[src/rtl/mux_probe_sequencer_if.sv]
// Drive/return bus between the self-test sequencer and the 2:1 mux probe stage.
// The sequencer drives S/I0/I1; the stage returns its 9-bit probe bus.
interface mux_probe_sequencer_if;
    logic       S;
    logic       I0;
    logic       I1;
    logic [8:0] probe;

    modport master (output S, output I0, output I1, input probe);
    modport slave  (input S, input I0, input I1, output probe);
endinterface

[src/rtl/mux_probe_sequencer.sv]
// Self-test sequencer: sweeps {S,I1,I0} over all 8 vectors and checks the returned probe bus.
// Optional macro MUX_PROBE_CAPTURE_EN builds a register that captures the probe of the first mismatch.
//
// state  | meaning
// IDLE   | waiting for start; outputs hold the last sweep's results
// APPLY  | register the current vector onto S/I1/I0
// SETTLE | wait SETTLE_CYCLES clocks for the stage under test to respond
// CHECK  | compare probe with the expected function, advance or finish
// DONE   | one-cycle done pulse with final pass flag
module mux_probe_sequencer #(
    parameter int SETTLE_CYCLES = 2,
    parameter int CNT_W         = 4
) (
    input  logic                    clk,
    input  logic                    rst_n,
    input  logic                    start,
    mux_probe_sequencer_if.master   mux,
    output logic                    busy,
    output logic                    done,
    output logic                    pass,
    output logic [CNT_W-1:0]        err_count,
    output logic [2:0]              first_fail,
    output logic [8:0]              fail_probe
);

    typedef enum logic [2:0] {ST_IDLE, ST_APPLY, ST_SETTLE, ST_CHECK, ST_DONE} state_t;

    localparam logic [3:0] SETTLE_LD = 4'(SETTLE_CYCLES);

    state_t           state_q, state_d;
    logic [2:0]       idx_q, idx_d;
    logic [3:0]       cnt_q, cnt_d;
    logic [2:0]       drv_q, drv_d;
    logic             busy_q, busy_d;
    logic             done_q, done_d;
    logic             pass_q, pass_d;
    logic [CNT_W-1:0] err_q, err_d;
    logic [2:0]       ff_q, ff_d;
    logic             mismatch;

    function automatic logic [8:0] expected_probe(input logic [2:0] v);
        logic s, i1, i0;
        s  = v[2];
        i1 = v[1];
        i0 = v[0];
        return {1'b1, 1'b1, i1 & s, ~s, s, s, s, i1, i0};
    endfunction

    assign mismatch = (mux.probe != expected_probe(idx_q));

`ifdef MUX_PROBE_CAPTURE_EN
    logic [8:0] cap_q, cap_d;
`endif

    always_comb begin
        state_d = state_q;
        idx_d   = idx_q;
        cnt_d   = cnt_q;
        drv_d   = drv_q;
        busy_d  = busy_q;
        done_d  = 1'b0;
        pass_d  = pass_q;
        err_d   = err_q;
        ff_d    = ff_q;
`ifdef MUX_PROBE_CAPTURE_EN
        cap_d   = cap_q;
`endif
        case (state_q)
            ST_IDLE: begin
                if (start) begin
                    err_d   = '0;
                    ff_d    = 3'd0;
                    pass_d  = 1'b0;
                    idx_d   = 3'd0;
                    busy_d  = 1'b1;
                    state_d = ST_APPLY;
`ifdef MUX_PROBE_CAPTURE_EN
                    cap_d   = 9'h000;
`endif
                end
            end
            ST_APPLY: begin
                drv_d   = idx_q;
                cnt_d   = SETTLE_LD;
                state_d = ST_SETTLE;
            end
            ST_SETTLE: begin
                cnt_d = cnt_q - 4'd1;
                if (cnt_q <= 4'd1) state_d = ST_CHECK;
            end
            ST_CHECK: begin
                if (mismatch) begin
                    err_d = err_q + CNT_W'(1);
                    if (err_q == '0) begin
                        ff_d = idx_q;
`ifdef MUX_PROBE_CAPTURE_EN
                        cap_d = mux.probe;
`endif
                    end
                end
                if (idx_q == 3'd7) begin
                    state_d = ST_DONE;
                    done_d  = 1'b1;
                    busy_d  = 1'b0;
                    pass_d  = !mismatch && (err_q == '0);
                end else begin
                    idx_d   = idx_q + 3'd1;
                    state_d = ST_APPLY;
                end
            end
            ST_DONE: state_d = ST_IDLE;
            default: state_d = ST_IDLE;
        endcase
    end

    always_ff @(posedge clk or negedge rst_n) begin
        if (!rst_n) begin
            state_q <= ST_IDLE;
            idx_q   <= 3'd0;
            cnt_q   <= 4'd0;
            drv_q   <= 3'd0;
            busy_q  <= 1'b0;
            done_q  <= 1'b0;
            pass_q  <= 1'b0;
            err_q   <= '0;
            ff_q    <= 3'd0;
        end else begin
            state_q <= state_d;
            idx_q   <= idx_d;
            cnt_q   <= cnt_d;
            drv_q   <= drv_d;
            busy_q  <= busy_d;
            done_q  <= done_d;
            pass_q  <= pass_d;
            err_q   <= err_d;
            ff_q    <= ff_d;
        end
    end

`ifdef MUX_PROBE_CAPTURE_EN
    always_ff @(posedge clk or negedge rst_n) begin
        if (!rst_n) cap_q <= 9'h000;
        else        cap_q <= cap_d;
    end
    assign fail_probe = cap_q;
`else
    assign fail_probe = 9'h000;
`endif

    // drv_q is {S,I1,I0}, matching the vector index layout
    assign mux.S      = drv_q[2];
    assign mux.I1     = drv_q[1];
    assign mux.I0     = drv_q[0];
    assign busy       = busy_q;
    assign done       = done_q;
    assign pass       = pass_q;
    assign err_count  = err_q;
    assign first_fail = ff_q;

endmodule

[src/flat_wrapper.sv]
// flat-port wrapper written by rule: the top's interface ports become plain ports
module mux_probe_sequencer_flat 
#(
    parameter int SETTLE_CYCLES = 2,
    parameter int CNT_W         = 4
)
  (clk, rst_n, start, busy, done, pass, err_count, first_fail, fail_probe, mux_S, mux_I0, mux_I1, mux_probe);
  mux_probe_sequencer_if mux_i ();
  input  logic clk;
  input  logic rst_n;
  input  logic start;
  output logic busy;
  output logic done;
  output logic pass;
  output logic [CNT_W-1:0] err_count;
  output logic [2:0] first_fail;
  output logic [8:0] fail_probe;
  output wire logic [$bits(mux_i.S)-1:0] mux_S;
  output wire logic [$bits(mux_i.I0)-1:0] mux_I0;
  output wire logic [$bits(mux_i.I1)-1:0] mux_I1;
  input wire logic [$bits(mux_i.probe)-1:0] mux_probe;
  assign mux_S = mux_i.S;
  assign mux_I0 = mux_i.I0;
  assign mux_I1 = mux_i.I1;
  assign mux_i.probe = mux_probe;
  mux_probe_sequencer #(.SETTLE_CYCLES(SETTLE_CYCLES), .CNT_W(CNT_W)) u_core (.clk(clk), .rst_n(rst_n), .start(start), .mux(mux_i), .busy(busy), .done(done), .pass(pass), .err_count(err_count), .first_fail(first_fail), .fail_probe(fail_probe));
endmodule
[config.mk]
export PLATFORM = sky130hd
export DESIGN_NAME = mux_probe_sequencer_flat
export DESIGN_NICKNAME = d
export VERILOG_FILES = /design/src/rtl/mux_probe_sequencer_if.sv /design/src/rtl/mux_probe_sequencer.sv /design/src/flat_wrapper.sv
export SDC_FILE = /design/constraint.sdc
export NUM_CORES = 1
export LEC_CHECK = 0
export CORE_MARGIN = 3
export CORE_UTILIZATION = 52
export DETAILED_ROUTE_END_ITERATION = 12
export PLACE_DENSITY = 0.84
export SYNTH_ARGS = -nofsm -noshare
export SYNTH_HDL_FRONTEND = slang
export SYNTH_SLANG_ARGS = --single-unit
[constraint.sdc]
create_clock -name clk -period 4.5 [get_ports clk]
set_input_delay 1.35 -clock clk [delete_from_list [all_inputs] [get_ports clk]]
set_output_delay 1.35 -clock clk [all_outputs]
set_load 0.005 [all_outputs]
==> impl_metrics.toml <==
[logic_synthesis]
ys.warnings.count = 0
yosysMostFrequentCell = "dfrtp_1"
synth_edf_count = 0
synth.avg_cell_area_um2 = 9.75
synth_mux_area_frac = 0.0675
synth-seq-cells = 23
synth_top_area_share = 0.437
synthTopCellsByArea = "dfrtp_1, ha_1, buf_4"
synth_top_area_cell = "dfrtp_1"
synthTopCellsByCount = "dfrtp_1, nand2_1, buf_4, inv_1, o21ai_0"
synth_ff_type = "dfrtp_1"
netlist_area_um2 = 1320
synth_cell_types = 36
synth-compound-area-share = 0.157
yosysSeqAreaShare = 0.437
synth_xor_xnor_area_share = 0.0200
syn_inst = 135
synth_fa_ha_area_frac = 0.0570
synth_top_family_by_area = "simple AND/OR/NAND/NOR gates"
async_flop_share = 1.00
synth-simple-area-share = 0.169

[clocking]
clockBufferDepth = 2
clk_pin_slew_ns = 0.13
ctsResizeCount = 0
htree_levels = 1
cts_sinks = 23
numCtsBuffers = 3
cts_root_buf = "clkbuf_4"
cts_setup_buffers = 0
cts_hold_buf = 0
cts_tree = "built"
insertion_delay_ns = 0.31

[sta]
finalHoldViolations = 0
min_period_ns = 2.99
finalSetupViolCount = 0
finalCritPeriodShare = 0.664
finClkSkew_ns = 0.00874
tns_ns = 0
slew_viol_final = 0
worst_pin_slew_ns = 1.02
rsz0062_at_grt = "false"
slew_headroom = 0.319
maxClockFrequency_mhz = 334

[pwr]
powerDensity_nw_per_um2 = 522
worst_ir_drop_vdd_mv = 0.302
power_leakage_nw = 0.700
p_total_w = 0.000817

[floorplan]
fp.coreArea_um2 = 2300
rows = 17
dieHeight_um = 56.3
die_w_um = 56.3
ios = 34
dieArea_um2 = 3170
initial_core_util = 0.573

[finish]
nets = 177
num_antenna_cells = 0
drive_gt1_frac = 0.0759
synthToLayoutAreaGrowth_pct = 18.9

[worst_setup_path]
worst_path_max_delay_cell = "or4_1"
endpoint_kind = "register"
arrival_ns = 3.24
cp.required_ns = 4.75
startpoint_type = "input port"
crit_chain = "clkdlybuf4s50_1, or4_1, mux2_4, o41ai_2, a32o_1"
r2r-end = "u_core.first_fail[0]$_DFFE_PN0P_"
worstSetupPathType = "input port to register"
cpPeakStageDelay_ns = 0.55
r2r-start = "u_core.state_q[0]$_DFFE_PN0P_"
rr_worst_depth = 4
r2r_slack_ns = 2.43
cp_max_fo = 3

[global_routing]
antenna_found_initial = 0
grt_most_used_layer = "met2"
grtUsageMet2 = 0.287
grt_start_max_net_pins = 24
grt_use_met3 = 0.0391
grt_use_met1 = 0.206
grt_first_pass_wirelength_mm = 4.24
grt_pass1_vias = 1000
grt-ovfl-total = 0
gr-usage-all-layers = 0.166

[flow_run]
max-cap-violations = 0

[min_path]
hold_path_depth = 2
min_path_type = "register to register"
holdCritStartpoint = "u_core.busy$_DFFE_PN0P_"
hold_path_end = "u_core.busy$_DFFE_PN0P_"

[detailed_routing]
drt_pass1_iterations = 4
drc = 0
num_vias = 1081
drtIter0Drc = 24
vias_per_cell = 5.81
routed_wl_mm = 2.62
postRouteAntennaNets = 0
wl_per_cell_um = 14.1

[placed_design]
hpwlAfterDp_mm = 2.02
numPortBuffers = 24
gp_congestion = 0.893

[run_status]
status = "completed"
==> state kept, by name, indices dropped and copies added (netlist names) <==
name               cells
u_core.cnt_q           4
u_core.busy            1
u_core.done            1
u_core.first_fail      3
u_core.idx_q           3
u_core.drv_q           3
u_core.state_q         3
u_core.pass            1
u_core.err_count       4
==> where the power goes <==
part           switching [W]  internal [W]   total, W
registers          0.0000928      0.000271   0.000364
clock network      0.0000605     0.0000331  0.0000936
logic               0.000168      0.000192   0.000360
==> cells by family (layout without fill, tap and decap cells) <==
logic type / Yosys count / count (layout)
other cells: 1 / 9
compound gates: 30 / 30
flops: 23 / 23
fa+ha+maj: 6 / 6
simple gates: 42 / 42
buf+inv: 22 / 37
xor+xnor: 3 / 3
mux: 8 / 8
==> layout by cell type (no fill, tap or decap), types with 2 or more instances in the layout <==
cell type,instances
a21oi_1,6
and3_1,2
a32o_1,3
conb_1,9
ha_1,6
dfrtp_1,23
nor2_1,5
clkbuf_4,3
mux2i_1,4
xnor2_1,3
mux2_2,3
inv_1,9
o21ai_0,7
a31oi_1,3
o31ai_1,3
clkdlybuf4s50_1,24
o211ai_1,2
nand3b_1,3
nand3_1,6
nor3_1,5
nand2_1,13
or4_1,2
==> critical path: cells and delay by family <==
kind	cells	cell delay [ns]
buf+inv	1	0.42
compound gates	2	0.62
mux	1	0.30
simple gates	1	0.55
==> area by class of cell <==
cell class / instances / area (um2)
inverters: 9 / 33.8
clock inverters: 1 / 5.00
fillers: 185 / 732
repair buffers: 24 / 240
flip-flops and latches: 23 / 576
well taps: 28 / 35.0
multi-input cells: 98 / 653
clock buffers: 3 / 22.5
==> worst max-delay path by stage <==
stage | start | endpoint | slack [ns] | depth (start not counted)
floorplan | mux_probe[2] | u_core.first_fail[0]$_DFFE_PN0P_ | 1.75 | 4
global placement | mux_probe[2] | u_core.first_fail[0]$_DFFE_PN0P_ | 1.28 | 5
detailed placement | mux_probe[2] | u_core.first_fail[0]$_DFFE_PN0P_ | 1.19 | 5
CTS | mux_probe[2] | u_core.first_fail[0]$_DFFE_PN0P_ | 1.52 | 5
global route | mux_probe[2] | u_core.first_fail[2]$_DFFE_PN0P_ | 1.48 | 5
finish | mux_probe[2] | u_core.first_fail[0]$_DFFE_PN0P_ | 1.51 | 5
==> metal layers <==
metal | vias to the layer above | wire [um]
li1 | 515 | -
met1 | 529 | 1180
met2 | 35 | 1270
met3 | 2 | 143
met4 | 0 | 17
met5 | - | 0
==> stage by stage <==
stage	worst slack [ns]	instances	utilization	area, um2	hold WS (ns)
6_report	1.51	186	0.681	1570	0.506
5_1_grt	1.48	186	0.681	1570	0.545
4_1_cts	1.52	186	0.681	1570	0.512
3_5_place_dp	1.19	182	0.669	1540	0.482
3_3_place_gp	1.28	182	0.669	1540	0.460
2_1_floorplan	1.75	143	-	1350	0.471
Power figures use the tool's default switching activity.
